## src/rtl/matmul_engine.sv

```systemverilog
// NxN unsigned matrix multiply with one time-shared MAC; A/B are written and C is read one element per cycle.
// Latency: start -> done takes N^3+2 cycles. While busy, start and load_en are ignored; C stays readable throughout.
module matmul_engine #(
  parameter int N    = 2,
  parameter int DW   = 8,
  parameter int ACCW = 2*DW + $clog2(N),
  parameter bit SAT  = 1'b1
) (
  input  logic                   clk,
  input  logic                   rst,
  input  logic                   load_en,
  input  logic                   load_sel_ab,
  input  logic [$clog2(N*N)-1:0] load_index,
  input  logic [DW-1:0]          in_data,
  input  logic                   start,
  input  logic                   output_en,
  input  logic [$clog2(N*N)-1:0] output_sel,
  output logic [DW-1:0]          out_data,
  output logic                   busy,
  output logic                   done
);
  localparam int NN = N*N;
  localparam int IW = $clog2(NN);
  localparam int CW = $clog2(N);

  localparam logic [1:0] S_IDLE  = 2'd0;
  localparam logic [1:0] S_CLEAR = 2'd1;
  localparam logic [1:0] S_MAC   = 2'd2;
  localparam logic [1:0] S_DONE  = 2'd3;

  logic [1:0]      state;
  logic [DW-1:0]   a_mem [NN];
  logic [DW-1:0]   b_mem [NN];
  logic [ACCW-1:0] c_mem [NN];
  logic [ACCW-1:0] acc;
  logic [CW-1:0]   i_cnt, j_cnt, k_cnt;

  logic [IW-1:0]   a_idx, b_idx, c_idx;
  logic [2*DW-1:0] prod;
  logic [ACCW-1:0] acc_next;
  logic [ACCW-1:0] c_sel;
  logic [DW-1:0]   c_fmt;
  logic            last_i, last_j, last_k;
  logic            load_ok, sel_ok;

  assign a_idx    = IW'(int'(i_cnt) * N + int'(k_cnt));
  assign b_idx    = IW'(int'(k_cnt) * N + int'(j_cnt));
  assign c_idx    = IW'(int'(i_cnt) * N + int'(j_cnt));
  assign prod     = a_mem[a_idx] * b_mem[b_idx];
  assign acc_next = acc + ACCW'(prod);

  assign last_i = (i_cnt == CW'(N-1));
  assign last_j = (j_cnt == CW'(N-1));
  assign last_k = (k_cnt == CW'(N-1));

  // Indices are wider than needed whenever N*N is not a power of two
  assign load_ok = ({1'b0, load_index} < (IW+1)'(NN));
  assign sel_ok  = ({1'b0, output_sel} < (IW+1)'(NN));

  assign c_sel = c_mem[output_sel];
  assign c_fmt = (SAT && (|c_sel[ACCW-1:DW])) ? {DW{1'b1}} : c_sel[DW-1:0];

  always_ff @(posedge clk or posedge rst) begin
    if (rst) begin
      state    <= S_IDLE;
      acc      <= '0;
      i_cnt    <= '0;
      j_cnt    <= '0;
      k_cnt    <= '0;
      busy     <= 1'b0;
      done     <= 1'b0;
      out_data <= '0;
      for (int n = 0; n < NN; n++) begin
        a_mem[n] <= '0;
        b_mem[n] <= '0;
        c_mem[n] <= '0;
      end
    end else begin
      if (output_en)
        out_data <= sel_ok ? c_fmt : '0;

      case (state)
        S_IDLE: begin
          if (load_en) begin
            done <= 1'b0;
            if (load_ok) begin
              if (load_sel_ab) b_mem[load_index] <= in_data;
              else             a_mem[load_index] <= in_data;
            end
          end
          if (start) begin
            done  <= 1'b0;
            state <= S_CLEAR;
          end
        end
        S_CLEAR: begin
          acc   <= '0;
          i_cnt <= '0;
          j_cnt <= '0;
          k_cnt <= '0;
          busy  <= 1'b1;
          state <= S_MAC;
        end
        S_MAC: begin
          // Final product of a dot product goes straight into C; acc restarts for the next element
          if (last_k) begin
            c_mem[c_idx] <= acc_next;
            acc          <= '0;
            k_cnt        <= '0;
            if (last_j) begin
              j_cnt <= '0;
              if (last_i) state <= S_DONE;
              else        i_cnt <= i_cnt + 1'b1;
            end else begin
              j_cnt <= j_cnt + 1'b1;
            end
          end else begin
            acc   <= acc_next;
            k_cnt <= k_cnt + 1'b1;
          end
        end
        S_DONE: begin
          busy  <= 1'b0;
          done  <= 1'b1;
          state <= S_IDLE;
        end
        default: state <= S_IDLE;
      endcase
    end
  end
endmodule
```

## config.mk

```make
export PLATFORM = sky130hd
export DESIGN_NAME = matmul_engine
export DESIGN_NICKNAME = d
export VERILOG_FILES = /design/src/rtl/matmul_engine.sv
export SDC_FILE = /design/constraint.sdc
export NUM_CORES = 1
export LEC_CHECK = 0
export ABC_AREA = 1
export ABC_CLOCK_PERIOD_IN_PS = 6100
export CAP_MARGIN = 20
export CORE_UTILIZATION = 30
export CTS_CLUSTER_SIZE = 12
export DETAILED_ROUTE_END_ITERATION = 16
export PLACE_DENSITY = 0.44
export SYNTH_ARGS = -nofsm -noshare
export SYNTH_HDL_FRONTEND = slang
export SYNTH_SLANG_ARGS = --single-unit
```

## constraint.sdc

```tcl
create_clock -name clk -period 6.1 [get_ports clk]
set_input_delay 0.915 -clock clk [delete_from_list [all_inputs] [get_ports clk]]
set_output_delay 0.915 -clock clk [all_outputs]
set_load 0.01 [all_outputs]
```

==> flow_metrics.tcl, run 1 <==
set metrics [dict create \
    worstPathMaxFanout 11 \
    layout_commonest_cell "nand2_1" \
    io_buffers 27 \
    die_area_um2 34000 \
    drt_wl_total_um 25300 \
    syn_inst 1204 \
    worstSetupEndpointType "register" \
    rsz0062_at_grt "false" \
    yosys.area.top_type "dfrtp_1" \
    ys_seq_area_share_pct 41.1 \
    numCtsBuffers 17 \
    rows 66 \
    grt.total_usage_pct 16.2 \
    drtIter0Drc 461 \
    postLayoutCoreUtil_pct 34.4 \
    fmax_mhz 180 \
    cts-root-buf "clkbuf_16" \
    setup_viol 0 \
    dieHeight_um 184 \
    clock_path_buffers 2 \
    place_area_um2 10600 \
    synth_area_leaders "dfrtp_1 (41%), nand2_1 (12%), fa_1 (10%)" \
    finalSetupTns_ps 0 \
    pin_count 28 \
    grt_max_degree 100 \
    cts_sinks 164 \
    synth_top_area_share_pct 41.1 \
    drv_cap 0 \
    period_minus_slack_ps 5550 \
    syn_nets 1315 \
    clock_skew_ps 11.0 \
    worstMarginPinSlew_ps 944 \
    clk_latency_ps 450 \
    area_growth_pct 12.3 \
    chipWidth_um 184 \
    final_net_count 1334 \
    n_antenna_cell 0 \
    final_cells 1678 \
    grt_pass1_vias 7625 \
    path_class "register to register" \
    ys_warn_count 0 \
    hpwl_um 18500 \
    clk_pin_slew_ps 70 \
    dr.pass1.iters 5 \
    cts_resized 0 \
    layout-drive-gt1-share_pct 7.04 \
    slew_viol_final 0 \
    num_vias 7571 \
    htreeDepth 4 \
    core_area_um2 32600 \
    place_congestion 0.788 \
    status "complete, no violations" \
    grt_overflow 0 \
    grt_pass1_wl_um 42100 \
    required_ps 6400 \
    layout_common_cells "nand2_1 (329), inv_1 (202), dfrtp_1 (164)" \
    synth_area_um2 9990 \
    finish.instance_area_um2 11200 \
    synth.avg_cell_area_um2 8.30 \
    postCtsHoldBufs 0 \
    finalCritPeriodShare_pct 91.0 \
    hp-class "register to register" \
    initial_utilization_pct 30.6 \
    wl_per_cell_um 15.0 \
    synth_cell_types 34 \
    drc_errors 0 \
    ys_ff_latch 164 \
    finalHoldViolCount 0 \
    arrival_ps 5850 \
    avgViaCountPerCell 4.51 \
    cts_tree "done" \
    start_kind "register" \
    antenna_found_initial 0 \
    detail-route-antenna-nets 0 \
    max_slew_margin_pct 37.1 \
    dpl.cell_count 1646 \
    postCtsSetupRepairBufs 0 \
]
[logic make-up (layout without fill, tap and decap cells)]
kind of cell	count (synthesis)	count (layout)	synth area share [%]
compound gates	224	224	13.0
xor+xnor	7	7	0.614
fa+ha+maj	93	93	15.4
buf+inv	244	276	10.1
flops	164	164	41.1
mux	1	1	0.100
simple gates	471	471	19.7
[final cells by class]
type / count / area [um^2]
fillers: 3434 / 21400
multi-input cells: 796 / 4870
flip-flops and latches: 164 / 4100
inverters: 213 / 817
well taps: 442 / 553
clock buffers: 19 / 433
repair buffers: 31 / 300
clock inverters: 13 / 134
[synthesized netlist by cell type]
library cell and number:
clkbuf_1 12, fa_1 50, nor3_2 1, nor3_1 5, nor2_8 5, nand4_1 3
ha_1 43, xor2_1 2, inv_4 5, dfrtp_1 164, buf_1 1, o22ai_1 8
or2_2 1, buf_6 9, o21ai_0 141, buf_4 2, inv_1 203, nand2_1 329
a22oi_1 8, o21ai_2 23, a21oi_1 25, nand3b_1 3, or2_0 1, nor2_4 1
xnor2_1 5, nand2_4 2, nor3_4 1, buf_2 7, nor2_1 82, inv_2 5
nand3_1 37, mux2i_1 1, o21ai_1 11, o22ai_2 8
[sequential cells by signal (all words and copies together) (netlist names)]
name,flops
a_mem,32
c_mem,68
acc,17
i_cnt,1
out_data,8
j_cnt,1
busy,1
b_mem,32
k_cnt,1
done,1
state,2
[layer usage]
layer	GRT usage, %	up-vias	wire [um]
met5	0	-	0
met4	5.13	0	387
met3	2.67	21	564
met2	25.6	81	11500
met1	22.5	3678	12800
li1	-	3791	-
[path summary, 6_finish.rpt]
path / endpoint / depth (start not counted) / startpoint / slack [ps]
setup / recovery: c_mem[8]$_DFFE_PP0P_ / 18 / i_cnt$_DFFE_PP0P_ / 550
hold reg to reg: c_mem[22]$_DFFE_PP0P_ / 2 / c_mem[22]$_DFFE_PP0P_ / 470
max in group asynchronous: b_mem[31]$_DFFE_PP0P_ / 3 / rst / 3890
min in group asynchronous: c_mem[2]$_DFFE_PP0P_ / 2 / rst / 1010
setup reg to reg: c_mem[8]$_DFFE_PP0P_ / 18 / i_cnt$_DFFE_PP0P_ / 550
hold / removal: c_mem[22]$_DFFE_PP0P_ / 2 / c_mem[22]$_DFFE_PP0P_ / 470
[through the flow]
stage	setup slack (ps)	hold WS, ps
final	548	471
after global routing	70.7	496
after CTS	455	479
after detailed placement	451	463
after global placement	488	457
after floorplan	752	437
[worst max-delay path: stages (launching register included)]
cell	delay [ps]
dfrtp_1	590
inv_1	350
o21ai_0	180
o22ai_2	370
nand2_1	160
fa_1	530
fa_1	550
inv_1	50
fa_1	520
inv_1	50
fa_1	520
inv_1	40
ha_1	340
nand2_1	120
inv_1	50
nand3_1	80
nand2_1	120
xnor2_1	620
o21ai_0	160
Power of run 1 is not shown: default switching activity piles up to over one toggle a cycle in this logic, so the estimate is an artifact.
==> inputs of run 2 (changes only) <==
--- a/config.mk
+++ b/config.mk
@@ -12,6 +12,7 @@
 export CTS_CLUSTER_SIZE = 12
 export DETAILED_ROUTE_END_ITERATION = 16
 export PLACE_DENSITY = 0.44
+export SLEW_MARGIN = 20
 export SYNTH_ARGS = -nofsm -noshare
 export SYNTH_HDL_FRONTEND = slang
 export SYNTH_SLANG_ARGS = --single-unit
==> results of run 2 <==
The final DEF is identical to that of run 1; final timing and power are the same.
Power of run 2 is left out for the same reason.
